[src/rtl/nibble_serial_subtractor.sv]
// nibble_serial_subtractor: multi-cycle A - B - Bin, one 4-bit nibble per clock using borrow-select.
module nibble_serial_subtractor #(
  parameter int N_NIB = 4
) (
  input  logic               Clk,
  input  logic               Reset_n,
  input  logic               Run,
  input  logic [4*N_NIB-1:0] A,
  input  logic [4*N_NIB-1:0] B,
  input  logic               Bin,
  output logic [4*N_NIB-1:0] D,
  output logic               Bout,
  output logic               V,
  output logic               Busy,
  output logic               Done
);
  localparam int W  = 4*N_NIB;
  localparam int CW = $clog2(N_NIB)+1;
  typedef enum logic [1:0] {IDLE, CALC, DONE} state_t;
  state_t state;
  logic [W-1:0] a_q, b_q, a_sh, b_sh, d_next;
  logic [CW-1:0] cnt;
  logic brw, last;
  logic [4:0] d0, d1, sel;
  // Both borrow candidates are formed every cycle; bit 4 of each is its nibble borrow-out.
  always_comb begin
    a_sh = a_q >> {cnt, 2'b00};
    b_sh = b_q >> {cnt, 2'b00};
    d0 = {1'b0, a_sh[3:0]} - {1'b0, b_sh[3:0]};
    d1 = d0 - 5'd1;
    sel = brw ? d1 : d0;
    last = cnt == CW'(N_NIB-1);
    d_next = D;
    for (int j = 0; j < N_NIB; j++)
      if (cnt == CW'(j)) d_next[4*j +: 4] = sel[3:0];
  end
  always_ff @(posedge Clk or negedge Reset_n) begin
    if (!Reset_n) begin
      state <= IDLE;
      a_q <= '0;
      b_q <= '0;
      cnt <= '0;
      brw <= 1'b0;
      D <= '0;
      Bout <= 1'b0;
      V <= 1'b0;
      Busy <= 1'b0;
      Done <= 1'b0;
    end else begin
      case (state)
        IDLE: if (Run) begin
          a_q <= A;
          b_q <= B;
          brw <= Bin;
          cnt <= '0;
          state <= CALC;
          Busy <= 1'b1;
        end
        CALC: begin
          D <= d_next;
          brw <= sel[4];
          cnt <= cnt + CW'(1);
          if (last) begin
            state <= DONE;
            Busy <= 1'b0;
            Done <= 1'b1;
            Bout <= sel[4];
            V <= (a_q[W-1] != b_q[W-1]) && (d_next[W-1] != a_q[W-1]);
          end
        end
        DONE: if (!Run) begin
          state <= IDLE;
          Done <= 1'b0;
        end
        default: state <= IDLE;
      endcase
    end
  end
endmodule

[config.mk]
export PLATFORM = sky130hd
export DESIGN_NAME = nibble_serial_subtractor
export DESIGN_NICKNAME = d
export VERILOG_FILES = /design/src/rtl/nibble_serial_subtractor.sv
export SDC_FILE = /design/constraint.sdc
export NUM_CORES = 1
export LEC_CHECK = 0
export ABC_AREA = 1
export ABC_CLOCK_PERIOD_IN_PS = 7290
export CORE_AREA = 3 3 85 87
export DETAILED_ROUTE_END_ITERATION = 12
export DIE_AREA = 0 0 88 90
export HOLD_SLACK_MARGIN = 0.05
export PLACE_DENSITY = 0.67
export RECOVER_POWER = 25
export SETUP_SLACK_MARGIN = 0.5
export SYNTH_ARGS = -nofsm -noshare
export SYNTH_HDL_FRONTEND = slang
export SYNTH_SLANG_ARGS = --single-unit
[constraint.sdc]
create_clock -name Clk -period 7.29 [get_ports Clk]
set_clock_uncertainty 0.2 [all_clocks]
set_input_delay 2.187 -clock Clk [delete_from_list [all_inputs] [get_ports Clk]]
set_output_delay 2.187 -clock Clk [all_outputs]
set_load 0.005 [all_outputs]
After elaboration in Yosys (flattened, before gate mapping)
Cells that the tools add are included.

Word-level logic and storage cells: 59. Output and inout bits: 20. Bits in registers: 58.

Reductions and logical operators: 14. Multiplexer cells: 16. Shift operators: 2. Add/subtract/negate cells: 3. Equal/unequal tests: 10.

Operator list (number): $shr A16 B5 Y4 (2); $reduce_and A2 Y1 (6); $reduce_and A3 Y1 (3); $eq A3 B2 Y1 const B (2); $mux W2 (3); $ne A2 B2 Y1 const B (3); $pmux W1 S2 (3); $pmux W2 S3 (1); $pmux W3 S2 (1); $mux W1 (5); $mux W5 (1); $sub A4 B4 Y5 (1); $sub A5 B1 Y5 const B (1); $mux W4 (1); $reduce_bool A2 Y1 (2); $add A3 B1 Y3 const B (1); $eq A3 B1 Y1 const B (1); $logic_not A3 Y1 (1); $mux W3 (1); $eq A2 B1 Y1 const B (1); $eq A2 B2 Y1 const B (1); $logic_not A2 Y1 (1); $ne A1 B1 Y1 (2); $logic_and A1 B1 Y1 (1).

Logic depth before layout (Yosys ltp)
Depth after elaboration: 7. Gate-level depth with buffers: 18. Mapped depth without buffers: 17.

Worst setup path after synthesis
No wires, ideal clock.

Kind: input-to-reg. From: input port Run. To: register brw. Cell stages on the path: 6. Arrival: 2.663 ns. Setup slack: 4.310 ns. Path buffers: 0. Required time: 6.974 ns. Setup time: 0.116 ns. Cells stage by stage: nand2_2 -> inv_2 -> nor2_1 -> nor2_1 -> nand2_1 -> nand2_1.

Word-level cells in the longest chain between the ends: 2.

RTL lines: from (decl) (RTL line 7) `input logic Run,`; $ne A2 B2 Y1 (no line); $reduce_and A2 Y1 (no line); to (signal assigned) (RTL line 54) `brw <= Bin;`; to (signal assigned) (RTL line 61) `brw <= sel[4];`; to (decl) (RTL line 23) `logic brw, last;`.

Every way passes these cells. A chain may end at the register's enable or synchronous reset.

==> impl_metrics.csv <==
group,metric,value,unit
cells_and_area,area_delta_synth_final,25.6,%
floorplanning,row_count,29,
timing,grt_setup_unrepaired,"no",
drt,wire_per_inst,13.2,um
drt,detail_route.wirelength,6380,um
status,outcome,"finished, violations left",
clock_network,clockBufferDepth,2,
placed_design,numPlacedInstances,471,
run,cap_violations,1,
power,power_frac_seq,0.294,
clock_network,clk_transition_reported_paths,60,ps
power,cell_internal_pwr,1.06,mW
status,violations,"max-capacitance violations, max-slew violations",
setup_path,peak_per_stage_delay_on_the_critical_path,2160,ps
cells_and_area,finalNetCount,452,
floorplanning,die_width,88,um
timing,setup_viol,0,
timing,final.hold.worst_slack,276,ps
timing,slew_headroom,-1.05,
synth,synth-seq-area-share,0.503,
floorplanning,ios,56,
power,combinationalPowerShare,0.590,
drt,drc_errors,0,
drt,routed-via-count,2352,
setup_path,critical_path.reg2reg.startpoint,"cnt[0]$_DFFE_PN0P_",
setup_path,required,6850,ps
synth,syn_area_cell,8.30,um^2
synth,syn-instance-count,348,
setup_path,timing.reg2reg.setup_slack,3610,ps
setup_path,critical_path_buf_inv_count,2,
floorplanning,floorplan.core_area,6420,um^2
cells_and_area,mostFrequentLayoutCells,"sky130_fd_sc_hd__nand2_1, sky130_fd_sc_hd__dfrtp_1, sky130_fd_sc_hd__clkdlybuf4s50_1, sky130_fd_sc_hd__nor2_1, sky130_fd_sc_hd__o21ai_0",
grt,pin_count_of_the_biggest_net_entering_global_routing,59,
setup_path,critPathLaunchType,"primary input",
cells_and_area,final_area,3630,um^2
setup_path,critical_path.top_delay_family,"buffers and inverters",
grt,antenna_violations_before_repair,0,
drt,avgViaCountPerCell,4.86,
clock_network,cts_buffers,9,
setup_path,crit_path_max_fanout,58,
cells_and_area,layout.filler_cells,637,
drt,antenna_violating_nets_post_route,0,
worst_hold_path,hold_path.class,"reg -> reg",
power,power.net_switching,0.937,mW
floorplanning,start_util,0.450,
synth,synth.cell_area,2890,um^2
cells_and_area,antennaDiodeCount,0,
worst_hold_path,timing.hold.worst_endpoint,"V$_DFFE_PN0P_",
power,clkPwrFrac,0.116,
floorplanning,dieArea,7920,um^2
grt,grt_use_total,0.174,
placed_design,detailedPlace.worstSlack,2870,ps
grt,grt_pass1_wl,10900,um
setup_path,ff_to_ff_end,"brw$_DFFE_PN0P_",
timing,fmaxAchievable,204,MHz
timing,finalMaxSlewViolations,59,
clock_network,hold_fix_buffer_count_after_cts,0,
placed_design,dpl-instance-area,3490,um^2
timing,min_period,4900,ps
synth,synth_fp_nets,395,
grt,grt_pass1_vias,2367,
setup_path,critPathKind,"in -> async",
clock_network,cts_root_buf,"sky130_fd_sc_hd__clkbuf_8",
placed_design,finalWeightedCongestion,0.790,
clock_network,cts_setup_buffers,0,
worst_hold_path,worstHoldPathCells,2,
cells_and_area,final_common_cell,"sky130_fd_sc_hd__nand2_1",
synth,yosysWarningCount,0,
floorplanning,die_h,90,um
drt,drtIter0Drc,82,
cells_and_area,finish.cell_count_without_fillers,484,
power,max-vdd-ir-drop,0.000212,V
grt,grt_overflow,0,
power,leakagePower,1.76,nW
setup_path,worst-endpoint-arrival,4460,ps
setup_path,crit_slowest_cell,"sky130_fd_sc_hd__clkbuf_1",
clock_network,tritoncts,"built",
power,power-per-cell-area,551,nW/um^2
setup_path,cp-end-kind,"asynchronous set/reset pin",
clock_network,cts.htree.levels,3,
setup_path,reg2regPathDepth,15,
clock_network,postCtsResizedCells,0,
clock_network,clkLatencyLatePin,340,ps
setup_path,crit_chain,"buf_2 > clkbuf_1",
clock_network,cts_num_sinks,58,
drt,firstDrtPassIters,4,
worst_hold_path,worst_hold_path_startpoint,"V$_DFFE_PN0P_",
synth,ys_ff_latch,58,
placed_design,hpwl,4510,um
power,power.share.switching,0.469,
timing,slack_of_the_critical_path,2390,ps
synth,synthDistinctLibCells,31,
timing,setup_total_negative_slack,0,ps
placed_design,io_buffers,55,
cells_and_area,post_route_cells_drive_above_1_share,0.0835,
timing,timing_worst_slew_pin_value,3070,ps
timing,finalHoldViolCount,0,
timing,finalCritPeriodShare,0.672,
==> metal layers <==
layer / part of all wire / GRT usage
met4: 0.020 / 0.0767
met1: 0.47 / 0.228
met2: 0.47 / 0.279
met5: 0 / 0
met3: 0.043 / 0.0311
==> power by group through the flow <==
stage               sequential, mW  clock (mW)  combinational (mW)
floorplan                    0.557           0               0.868
global placement             0.589           0                1.15
detailed placement           0.593           0                1.19
CTS                          0.590       0.238                1.20
global route                 0.611       0.252                1.35
finish                       0.587       0.233                1.18
==> flip-flops by register name, summed over array words and instances (netlist names) <==
signal and count:
Busy 1, b_q 16, V 1, a_q 16, brw 1, Bout 1
Done 1, D 16, cnt 3, state 2
==> per-stage QoR <==
step | utilization | total power [mW]
after global placement | 0.544 | 1.74
after floorplan | - | 1.43
after CTS | 0.565 | 2.02
after global routing | 0.565 | 2.22
final | 0.565 | 2.00
after detailed placement | 0.544 | 1.79
==> kinds of logic after synthesis <==
group,after synthesis,share of synthesized area
and+or+nand+nor,199,0.295
buffers and inverters,29,0.0416
muxes,6,0.0234
DFF,58,0.503
AOI/OAI and AO/OA,42,0.0784
adders and majority gates,11,0.0503
xor gates and xnor gates,3,0.00910
==> how the worst max path moves through the flow <==
stage             from                  to  slack (ps)  cells past startpoint
2_1_floorplan      Run     brw$_DFFE_PN0P_        4310                      6
3_3_place_gp       Run  cnt[0]$_DFFE_PN0P_        2970                      6
3_5_place_dp       Run  cnt[0]$_DFFE_PN0P_        2870                      6
4_1_cts            Run  cnt[0]$_DFFE_PN0P_        3220                      6
5_1_grt        Reset_n  b_q[5]$_DFFE_PN0P_        1740                      2
6_report       Reset_n  b_q[7]$_DFFE_PN0P_        2390                      2
==> cell usage after synthesis <==
cell type	count	area, um^2
sky130_fd_sc_hd__o21ai_1	3	15.0
sky130_fd_sc_hd__inv_1	12	45.0
sky130_fd_sc_hd__inv_2	4	15.0
sky130_fd_sc_hd__mux2_1	3	33.8
sky130_fd_sc_hd__nand3_2	3	30.0
sky130_fd_sc_hd__nor2_4	4	45.0
sky130_fd_sc_hd__or2_2	1	6.26
sky130_fd_sc_hd__buf_2	7	35.0
sky130_fd_sc_hd__dfrtp_1	58	1450
sky130_fd_sc_hd__mux2_2	3	33.8
sky130_fd_sc_hd__o22ai_1	5	31.3
sky130_fd_sc_hd__nand3_4	1	17.5
sky130_fd_sc_hd__fa_1	1	20.0
sky130_fd_sc_hd__nor2_8	1	20.0
sky130_fd_sc_hd__nand2_2	3	18.8
sky130_fd_sc_hd__nor2_1	35	131
sky130_fd_sc_hd__o211ai_1	1	7.51
sky130_fd_sc_hd__inv_4	1	6.26
sky130_fd_sc_hd__clkinv_1	2	7.51
sky130_fd_sc_hd__a21oi_1	9	45.0
sky130_fd_sc_hd__buf_1	1	3.75
sky130_fd_sc_hd__xor2_1	2	17.5
sky130_fd_sc_hd__nand2_1	140	526
sky130_fd_sc_hd__nor2_2	1	6.26
sky130_fd_sc_hd__ha_1	10	125
sky130_fd_sc_hd__clkbuf_1	2	7.51
sky130_fd_sc_hd__xnor2_1	1	8.76
sky130_fd_sc_hd__a31oi_1	3	18.8
sky130_fd_sc_hd__a21oi_2	1	8.76
sky130_fd_sc_hd__o21ai_0	20	100
sky130_fd_sc_hd__nand3_1	10	50.1
==> layout make-up <==
cell class                 instances  area (um^2)  share of cell area
sequential                        58         1450               0.400
multi-input combinational        261         1320               0.363
timing repair buffer              56          549               0.151
clock buffer                      12          135              0.0373
tap                               77         96.3              0.0266
inverter                          19         73.8              0.0204
clock inverter                     1         5.00             0.00138
Power figures use the tool's default switching activity.
